[src/rtl/lifo_stack.sv]
// Single-clock LIFO stack with registered top-of-stack output and one-cycle done pulse.
// Optional sticky overflow/underflow flags are enabled by defining STACK_ERR_FLAGS_EN.
module lifo_stack #(
   parameter int unsigned WIDTH = 8,
   parameter int unsigned DEPTH = 16,
   localparam int unsigned AW = $clog2(DEPTH)
) (
   input  logic             clk,
   input  logic             rst,
   input  logic             push,
   input  logic             pop,
   input  logic [WIDTH-1:0] din,
   input  logic             err_clr,
   output logic [WIDTH-1:0] dout,
   output logic             done,
   output logic             full,
   output logic             empty,
   output logic [AW:0]      count,
   output logic             ovf,
   output logic             unf
);

   localparam logic [AW:0] CntOne   = (AW + 1)'(1);
   localparam logic [AW:0] CntTwo   = (AW + 1)'(2);
   localparam logic [AW:0] CntDepth = (AW + 1)'(DEPTH);

   logic [WIDTH-1:0] mem [DEPTH];

   logic [AW:0]      count_q, count_d;
   logic [WIDTH-1:0] dout_q, dout_d;
   logic             done_q, done_d;

   logic             wr_en;
   logic [AW-1:0]    wr_addr;
   logic             ovf_evt, unf_evt;
   logic             is_empty, is_full;
   logic [AW:0]      cnt_m1, cnt_m2;

   assign is_empty = (count_q == '0);
   assign is_full  = (count_q == CntDepth);
   assign cnt_m1   = count_q - CntOne;
   assign cnt_m2   = count_q - CntTwo;

   always_comb begin
      count_d = count_q;
      dout_d  = dout_q;
      done_d  = 1'b0;
      wr_en   = 1'b0;
      wr_addr = count_q[AW-1:0];
      ovf_evt = 1'b0;
      unf_evt = 1'b0;

      if (push && pop && !is_empty) begin
         // Exchange: overwrite the top entry in place.
         wr_en   = 1'b1;
         wr_addr = cnt_m1[AW-1:0];
         dout_d  = din;
         done_d  = 1'b1;
      end else if (push) begin
         if (!is_full) begin
            wr_en   = 1'b1;
            count_d = count_q + CntOne;
            dout_d  = din;
            done_d  = 1'b1;
         end else begin
            ovf_evt = 1'b1;
         end
      end else if (pop) begin
         if (!is_empty) begin
            count_d = cnt_m1;
            // Entry below the current top becomes visible; nothing left means 0.
            dout_d  = (count_q > CntOne) ? mem[cnt_m2[AW-1:0]] : '0;
            done_d  = 1'b1;
         end else begin
            unf_evt = 1'b1;
         end
      end
   end

   always_ff @(posedge clk) begin
      if (rst) begin
         count_q <= '0;
         dout_q  <= '0;
         done_q  <= 1'b0;
      end else begin
         count_q <= count_d;
         dout_q  <= dout_d;
         done_q  <= done_d;
      end
   end

   // Storage is not cleared on reset; dout is zeroed instead.
   always_ff @(posedge clk) begin
      if (!rst && wr_en) begin
         mem[wr_addr] <= din;
      end
   end

   assign dout  = dout_q;
   assign done  = done_q;
   assign count = count_q;
   assign empty = is_empty;
   assign full  = is_full;

`ifdef STACK_ERR_FLAGS_EN
   logic ovf_q, unf_q;

   // A new event wins over a coincident clear.
   always_ff @(posedge clk) begin
      if (rst) begin
         ovf_q <= 1'b0;
         unf_q <= 1'b0;
      end else begin
         ovf_q <= ovf_evt | (ovf_q & ~err_clr);
         unf_q <= unf_evt | (unf_q & ~err_clr);
      end
   end

   assign ovf = ovf_q;
   assign unf = unf_q;
`else
   logic unused_flags;
   assign unused_flags = ^{err_clr, ovf_evt, unf_evt};
   assign ovf = 1'b0;
   assign unf = 1'b0;
`endif

endmodule

[config.mk]
export PLATFORM = sky130hd
export DESIGN_NAME = lifo_stack
export DESIGN_NICKNAME = d
export VERILOG_FILES = /design/src/rtl/lifo_stack.sv
export SDC_FILE = /design/constraint.sdc
export NUM_CORES = 1
export LEC_CHECK = 0
export CELL_PAD_IN_SITES_DETAIL_PLACEMENT = 1
export CELL_PAD_IN_SITES_GLOBAL_PLACEMENT = 1
export CORE_ASPECT_RATIO = 0.8
export CORE_MARGIN = 2
export CORE_UTILIZATION = 30
export DETAILED_ROUTE_END_ITERATION = 10
export GPL_ROUTABILITY_DRIVEN = 0
export PLACE_DENSITY_LB_ADDON = 0.1
export SYNTH_ARGS = -nofsm -noshare
export SYNTH_HDL_FRONTEND = slang
export SYNTH_SLANG_ARGS = --single-unit
[constraint.sdc]
create_clock -name clk -period 3.2 [get_ports clk]
set_input_delay 0.48 -clock clk [delete_from_list [all_inputs] [get_ports clk]]
set_output_delay 0.48 -clock clk [all_outputs]
set_load 0.01 [all_outputs]
# Yosys cells after proc, flatten, opt, wreduce, memory -nomap -nowiden

Memories as Yosys holds them, arrays and structs flattened.
Cells that the tools add are included.

Magnitude comparators: 1
Muxes and demuxes: 20
Reductions and logical operators: 10
Equal/unequal tests: 5
Bitwise gates (word level): 1
$add $sub $neg: 3

Operators with widths:

| kind                | count |
|---|---|
| $mux 8              | 6 |
| $mux 5              | 4 |
| $mux 1              | 9 |
| $ne 3x2->1 const B  | 2 |
| $add 5x1->5 const B | 1 |
| $eq 5x5->1 const B  | 1 |
| $gt 5x1->1 const B  | 1 |
| $logic_not 5->1     | 1 |
| $sub 5x1->5 const B | 1 |
| $mux 4              | 1 |
| $ne 2x2->1 const B  | 2 |
| $reduce_and 4->1    | 1 |
| $sub 4x2->4 const B | 1 |
| $logic_and 1x1->1   | 3 |
| $reduce_and 3->1    | 1 |
| $reduce_bool 3->1   | 1 |
| $logic_not 1->1     | 2 |
| $reduce_bool 2->1   | 1 |
| $not 1->1           | 1 |

RAM bits: 128
Output and inout port bits: 18
Memories: 1
Bits in registers: 14
Logic and storage cells: 44
Input port bits: 13

Memories:

| name | depth | width | rd ports | clocked after Yosys merged registers in | wr ports | RTL line | RTL |
|---|---|---|---|---|---|---|---|
| mem  | 16    | 8     | 1        | 0                                       | 1        | 27       | `logic [WIDTH-1:0] mem [DEPTH];` |

# Longest topological paths before layout

Gate-level depths: netlist of the first run.

Depth after elaboration: 7
Gate-level depth with buffers: 10
Depth with buffers taken out: 7

# Least setup slack after synthesis of the first run

No wires, ideal clock.

Path type: reg2reg
Start point: reg count_q[0], in the netlist count[0]
End point: mem mem[13][0] (enable)
Arrival: 2,507 ps
Stages on the path, launching flop included: 11
Period minus slack after synthesis: 2,877 ps
Buffers on the path: 3
Setup time: 370 ps
Slack: 323 ps
Data required time: 2,830 ps
Cell sequence: dfxtp_1 -> buf_4 -> buf_8 -> buf_2 -> inv_1 -> ha_1 -> nor4b_4 -> nor3_1 -> xnor2_1 -> nand4b_1 -> nor2_1

Longest elaborated chain between the ends: 7
Elaborated cells on any way between the ends: 12
Those cells by class: add/sub: 1; eq/ne: 1; mux: 6; reduce/logical: 4

Ends and longest elaborated chain:

| item                         | RTL line | RTL |
|---|---|---|
| from (decl)                  | 29       | `logic [AW:0] count_q, count_d;` |
| from (signal assigned)       | 86       | `count_q <= count_d;` |
| $logic_not 5->1 (*)          | 39       | `assign is_empty = (count_q == '0);` |
| net empty                    | 17       | `output logic empty,` |
| $logic_not 1->1 (*)          | --       |  |
| $logic_and 1x1->1 (*)        | 53       | `if (push && pop && !is_empty) begin` |
| $mux 1                       | 53       |  |
| $logic_and 1x1->1            | 94       | `if (!rst && wr_en) begin` |
| $mux 1                       | 94       |  |
| $mux 1 (implied by the code) | 95       | `mem[wr_addr] <= din;` |
| to (decl)                    | 27       |  |

The timed path passes the listed nets; every way through them passes the cells marked *.

# Worst setup path in the final report of the first run

Start point: reg count_q[1], in the netlist count[1]
End point: mem mem[9][7] (enable)

Longest elaborated chain between the ends: 7
Elaborated cells on any way between the ends: 12
Those cells by class: add/sub: 1; eq/ne: 1; mux: 6; reduce/logical: 4

Ends and longest elaborated chain:

| item                                                 | RTL line |
|---|---|
| $eq 5x5->1 / $logic_not 5->1 (equally long branches) | 40, 39 |
| $mux 1 / $logic_not 1->1 (equally long branches)     | -- |
| $mux 1 / $logic_and 1x1->1 (equally long branches)   | 59, 53 |
| $mux 1                                               | 53 |
| $logic_and 1x1->1                                    | 94 |
| $mux 1                                               | 94 |
| $mux 1 (implied by the code)                         | 95 |

Parallel ways exist; a longest one is shown, timed or not.

==> results of run 1 <==
## synth_stat cells (2+ instances only)
cell type  number
buf_2           2
a211oi_1        3
dfxtp_1        14
nor2_2          3
inv_1          13
a221oi_1        5
ha_1            7
nor2b_1         3
buf_6           7
xor2_1          2
mux2_2          3
clkbuf_8        4
a221oi_2        3
nand3_1         2
o22ai_1        12
a21oi_1         9
nor3_1         22
nor4b_1         2
xnor2_1         6
o21ai_0        17
edfxtp_1      128
mux2i_1        58
nand2b_4        2
buf_4           8
nand2_1         4
nand2b_1        2
o22ai_2         3
nor2_1         36
or3_1           8
a31oi_1         8
## area by class of cell
type	instances	area (sq um)
Sequential cell	142	4128
Fill cell	2078	12670
Tap cell	264	330.3
Timing Repair Buffer	56	500.5
Clock inverter	12	111.4
Inverter	13	48.80
Multi-Input combinational cell	240	1780
Clock buffer	20	456.7
## power breakdown
part / leakage, nW / switching [mW] / total, mW / internal (mW)
Combinational: 0.892 / 1.58 / 2.62 / 1.04
Sequential: 1.27 / 0.0758 / 2.28 / 2.20
Clock: 0.261 / 0.802 / 1.91 / 1.11
## critical path, stage by stage, from the launching register on
cell     delay (ns)
dfxtp_1        0.31
inv_1          0.18
ha_1           0.30
nor4b_4        0.34
nor2_1         0.15
buf_4          0.18
nor3_1         0.14
a31oi_1        0.13
nor2_1         0.81
## state kept, by name, indices dropped and copies added (netlist names)
signal	cells
mem	128
dout	8
count	5
done	1
## cell families (layout without fill, tap and decap cells)
kind of cell | count (synthesis) | count (layout) | share of synthesized area, %
buf+inv | 37 | 101 | 4.708
mux | 62 | 62 | 10.35
xor+xnor | 8 | 8 | 1.132
other cells | 1 | 2 | 0.06056
fa+ha+maj | 7 | 7 | 1.414
simple gates | 93 | 93 | 8.083
compound gates | 68 | 68 | 7.658
flops | 142 | 142 | 66.60
## worst max path at each step
stage	startpoint	to	slack (ns)
after detailed placement	pop	mem[4][4]	0.21
final	count[1]	mem[9][7]	0.26
after CTS	count[1]	mem[9][7]	0.23
after global placement	pop	mem[4][0]	0.29
after floorplan	count[0]	mem[13][0]	0.32
after global routing	count[1]	mem[9][7]	0.03
## metal layers
layer  vias up  routed length [um]  share of wire, %
li1       1702                   -                 -
met1      1863                7910                51
met2        47                7009                45
met3        20                 402               2.6
met4         0                 258               1.7
met5         -                   0                 0
## stage by stage
| stage | worst slack [ns] | instance area [sq um] |
|---|---|---|
| 6_report | 0.2626 | 7356 |
| 3_5_place_dp | 0.2106 | 6788 |
| 4_1_cts | 0.2334 | 7356 |
| 3_3_place_gp | 0.2884 | 6788 |
| 2_1_floorplan | 0.3227 | 6196 |
| 5_1_grt | 0.02833 | 7356 |
==> impl_summary.log, run 1 <==
INFO  metric status = finished clean
INFO  metric initialDrtViolationCount = 284
INFO  metric global_routing_met1_resource_utilization = 21.98%
INFO  metric i_o_pin_count = 31
INFO  metric max-cap-violations = 0
INFO  metric highest_count_cells_in_the_layout_ignoring_fill_and_taps = 128 x edfxtp_1, 58 x mux2i_1, 36 x nor2_1
INFO  metric fin_crit = 2.937 ns
INFO  metric antenna_violating_nets_post_route = 0
INFO  metric post-route-drc-count = 0
INFO  metric stdcell_count = 747
INFO  metric worst_hold_path.endpoint = dout[0]
INFO  metric synthesized_area_per_cell = 14.81 sq um
INFO  metric dp_cells = 715
INFO  metric syn_to_final_growth = 18.79%
INFO  metric critical_path.max_fanout = 8
INFO  metric synthDominantCellAreaShare = 62.07%
INFO  metric yosys_warnings = 0
INFO  metric post_drt_via_cell_ratio = 4.862
INFO  metric maximum_clock_frequency = 0.3404 GHz
INFO  metric timing.reg2reg.setup_slack = 0.26 ns
INFO  metric netlist_area = 6192 sq um
INFO  metric hold_path.class = reg -> reg
INFO  metric max-slew-margin-rel = 27.11%
INFO  metric sum_neg_setup_slack = 0 ns
INFO  metric synth_top_cells_by_area = edfxtp_1 62%, mux2i_1 9.4%, dfxtp_1 4.5%, nor2_1 2.2%, nor3_1 1.8%
INFO  metric postCtsResizedCells = 0
INFO  metric cellPowerDensity = 926.6 nW/um^2
INFO  metric hpwl = 10.40 mm
INFO  metric critical_path_class = reg -> reg
INFO  metric grt_pass1_vias = 3854
INFO  metric ctsHoldBuffers = 0
INFO  metric die_extent_in_y = 132.5 um
INFO  metric antenna-diode-count = 0
INFO  metric synthesis.instances = 418
INFO  metric final_min_period_over_clock_period = 91.80%
INFO  metric h_tree_levels = 4
INFO  metric die_width = 164.6 um
INFO  metric timing.clock.skew = 0.008647 ns
INFO  metric postLayoutCoreUtil = 36.73%
INFO  metric post_drt_wl_per_cell = 20.86 um
INFO  metric report.final.hold_viol_count = 0
INFO  metric antenna_found_initial = 0
INFO  metric drive_gt1_share = 16.77%
INFO  metric tightest_slew = 1.084 ns
INFO  metric globalRoute.busiestLayer = met2
INFO  metric synth_ff_type = edfxtp_1
INFO  metric std_cell_rows = 46
INFO  metric timing.final.setup_violations = 0
INFO  metric global_route.usage.met3 = 3.793%
INFO  metric timing.rr.end = mem[9][7]
INFO  metric grt_first_pass_wirelength = 23.84 mm
INFO  metric cts_sinks = 142
INFO  metric globalRoute.totalOverflow = 0
INFO  metric critPathArrivalTime = 2.98 ns
INFO  metric crit_required = 3.25 ns
INFO  metric power_leakage = 2.422 nW
INFO  metric postCtsSetupRepairBufs = 0
INFO  metric rsz0062_at_grt = false
INFO  metric yosys_register_bits = 142
INFO  metric routing_usage_on_met2 = 22.59%
INFO  metric drt_pre_antenna_iters = 6
INFO  metric cts_tree = yes
INFO  metric clock_buffer_depth = 2
INFO  metric fp.coreArea = 20030 sq um
INFO  metric ir_drop = 0.7400 mV
INFO  metric startpoint_type = flop
INFO  metric final_max_slew_viol_count = 0
INFO  metric cts_made_buffers = 17
INFO  metric detail_route.wirelength = 15.58 mm
INFO  metric timing.hold.worst.start = dout[0]
INFO  metric route.vias.total = 3632
INFO  metric clk-insertion-delay-late = 0.43 ns
INFO  metric grt_start_max_net_pins = 76
INFO  metric postSynth.asyncResetShare = 0%
INFO  metric worst-r2r-cell-count = 8
INFO  metric synth-edff-count = 128
INFO  metric port_buffers = 27
INFO  metric dieArea = 21810 sq um
INFO  metric synth.yosys.seq_area_share = 66.60%
INFO  metric clk_transition_reported_paths = 0.06 ns
INFO  metric synth_area_leader_cell = edfxtp_1
INFO  metric synth.distinct_cells = 52
INFO  metric clockRootBuffer = clkbuf_16
INFO  metric effective_utilization_at_floorplan = 30.92%
INFO  metric hold_path_depth = 2
INFO  metric most_frequent_standard_cell_in_the_layout_excluding_fill_and_tap_cells = edfxtp_1
INFO  metric net_total_in_the_final_layout = 490
INFO  metric critical_path.endpoint_type = flop
INFO  metric overall_power_of_the_completed_layout = 6.816 mW
INFO  metric holdWs = 0.4649 ns
INFO  metric reg_to_reg_startpoint = count[1]
INFO  metric track_usage = 15.33%
Power figures use the tool's default switching activity.
==> run 2, diff against run 1 <==
--- a/config.mk
+++ b/config.mk
@@ -11,7 +11,6 @@
 export CORE_MARGIN = 2
 export CORE_UTILIZATION = 30
 export DETAILED_ROUTE_END_ITERATION = 10
-export GPL_ROUTABILITY_DRIVEN = 0
 export PLACE_DENSITY_LB_ADDON = 0.1
 export SYNTH_ARGS = -nofsm -noshare
 export SYNTH_HDL_FRONTEND = slang
==> constraint.sdc (replaced) <==
create_clock -name clk -period 3.2 [get_ports clk]
set_input_delay 0.48 -clock clk [delete_from_list [all_inputs] [get_ports clk]]
set_output_delay 0.48 -clock clk [all_outputs]
set_load 0.02 [all_outputs]
==> results of run 2 <==
The final DEF is identical to that of run 1. Status: finished clean.
Among the figures that moved: total power 6.816 mW -> 6.889 mW
==> run 3, diff against run 2 <==
--- a/config.mk
+++ b/config.mk
@@ -9,7 +9,7 @@
 export CELL_PAD_IN_SITES_GLOBAL_PLACEMENT = 1
 export CORE_ASPECT_RATIO = 0.8
 export CORE_MARGIN = 2
-export CORE_UTILIZATION = 30
+export CORE_UTILIZATION = 50
 export DETAILED_ROUTE_END_ITERATION = 10
 export PLACE_DENSITY_LB_ADDON = 0.1
 export SYNTH_ARGS = -nofsm -noshare
==> impl_summary.log, run 3 (same netlist as run 1, synthesis figures left out) <==
INFO  metric status = finished clean
INFO  metric final_estimated_routing_congestion_in_global_placement = 0.8104
INFO  metric clock_buffer_depth = 2
INFO  metric report.final.hold_viol_count = 0
INFO  metric design_area = 7153 sq um
INFO  metric critical_path_class = reg -> reg
INFO  metric hpwl = 9.768 mm
INFO  metric cts_tree = yes
INFO  metric post_drt_via_cell_ratio = 5.891
INFO  metric dieArea = 13300 sq um
INFO  metric drt_pre_antenna_iters = 6
INFO  metric crit_required = 3.24 ns
INFO  metric grt_start_max_net_pins = 47
INFO  metric die_width = 128.4 um
INFO  metric cts_sinks = 142
INFO  metric clockRootBuffer = clkbuf_16
INFO  metric maximum_clock_frequency = 0.3318 GHz
INFO  metric startpoint_type = flop
INFO  metric grt_pass1_vias = 3804
INFO  metric globalRoute.totalOverflow = 0
INFO  metric critPathArrivalTime = 3.05 ns
INFO  metric track_usage = 23.88%
INFO  metric i_o_pin_count = 31
INFO  metric highest_count_cells_in_the_layout_ignoring_fill_and_taps = 128 x edfxtp_1, 58 x mux2i_1, 33 x nor2_1
INFO  metric timing.final.setup_violations = 0
INFO  metric tightest_slew = 0.9677 ns
INFO  metric syn_to_final_growth = 15.52%
INFO  metric final_max_slew_viol_count = 0
INFO  metric clk-insertion-delay-late = 0.42 ns
INFO  metric hold_path.class = reg -> reg
INFO  metric rsz0062_at_grt = false
INFO  metric die_extent_in_y = 103.5 um
INFO  metric final_min_period_over_clock_period = 94.19%
INFO  metric postCtsResizedCells = 0
INFO  metric critical_path.max_fanout = 8
INFO  metric number_of_flip_flops_under_the_largest_register_name = 128
INFO  metric sum_neg_setup_slack = 0 ns
INFO  metric max-cap-violations = 0
INFO  metric most_frequent_standard_cell_in_the_layout_excluding_fill_and_tap_cells = edfxtp_1
INFO  metric cellPowerDensity = 965.2 nW/um^2
INFO  metric clk_transition_reported_paths = 0.06 ns
INFO  metric ir_drop = 0.4543 mV
INFO  metric crit_start = count[1]
INFO  metric postLayoutCoreUtil = 59.04%
INFO  metric antenna_found_initial = 0
INFO  metric postPlaceCellArea = 6568 sq um
INFO  metric postCtsSetupRepairBufs = 0
INFO  metric initialDrtViolationCount = 231
INFO  metric std_cell_rows = 36
INFO  metric post_drt_wl_per_cell = 23.84 um
INFO  metric post-route-drc-count = 0
INFO  metric reg_to_reg_startpoint = count[1]
INFO  metric cts_made_buffers = 17
INFO  metric critical_path.endpoint_type = flop
INFO  metric ctsHoldBuffers = 0
INFO  metric route.vias.total = 3688
INFO  metric power_leakage = 2.402 nW
INFO  metric effective_utilization_at_floorplan = 51.10%
INFO  metric fp.coreArea = 12120 sq um
INFO  metric drive_gt1_share = 15.40%
INFO  metric port_buffers = 27
INFO  metric max-slew-margin-rel = 34.94%
INFO  metric net_total_in_the_final_layout = 481
INFO  metric timing.clock.skew = 0.01010 ns
INFO  metric fin_crit = 3.014 ns
INFO  metric h_tree_levels = 4
INFO  metric grt_first_pass_wirelength = 22.90 mm
INFO  metric antenna-diode-count = 0
INFO  metric detail_route.wirelength = 14.92 mm
INFO  metric regMostFlops = mem
INFO  metric timing.hold.worst.start = dout[5]
INFO  metric antenna_violating_nets_post_route = 0
-- run 3: cell count changes in the layout (fill, tap and decap cells not counted), moves of 2 or more --
cell	change
buf_4	-8
clkbuf_1	+2
clkbuf_16	+3
clkbuf_8	-2
clkinv_2	-2
clkinvlp_4	-6
inv_4	+5
nor2_1	-3
nor2_2	+3
-- run 3: final timing paths --
check / cells after the start / to / slack, ns
worst max-delay path: 8 / mem[9][7] / 0.19
worst min-delay path: 2 / dout[5] / 0.47
worst max register to register: 8 / mem[9][7] / 0.19
worst min register to register: 2 / dout[5] / 0.47
-- run 3: worst max-delay path: stages, from the launching register on --
cell and delay (ns):
dfxtp_1 0.31, inv_1 0.18, ha_1 0.33, nor4b_4 0.42
nor2_1 0.16, buf_4 0.19, nor3_1 0.14, a31oi_1 0.13
nor2_1 0.77
-- run 3: routing by layer --
metal | GRT usage (%) | part of all wire, %
met1 | 34.44 | 47
met2 | 37.39 | 48
met3 | 4.184 | 3.7
met4 | 7.064 | 0.82
met5 | 0 | 0
-- run 3: metrics by stage --
step / total power, mW / worst slack [ns] / cells / hold slack [ns]
after floorplan: 4.282 / 0.1590 / 419 / 0.5339
after global placement: 4.930 / 0.3080 / 594 / 0.4569
after detailed placement: 4.998 / 0.2320 / 594 / 0.4596
after CTS: 6.917 / 0.1986 / 626 / 0.4722
after global routing: 7.227 / 0.02685 / 626 / 0.5041
final: 6.904 / 0.1859 / 626 / 0.4669
-- run 3: report_power, final --
part	internal [mW]	leakage [nW]	switching, mW
Combinational	1.02	0.843	1.70
Sequential	2.20	1.27	0.0793
Clock	1.14	0.290	0.761
Total	4.36	2.40	2.54
-- run 3: layout make-up --
class,instances,area (sq um)
clock buffers,23,511.7
clock inverters,9,66.31
fillers,1149,4964
inverters,13,48.80
multi-input cells,240,1788
flip-flops and latches,142,4128
well taps,152,190.2
repair buffers,47,420.4
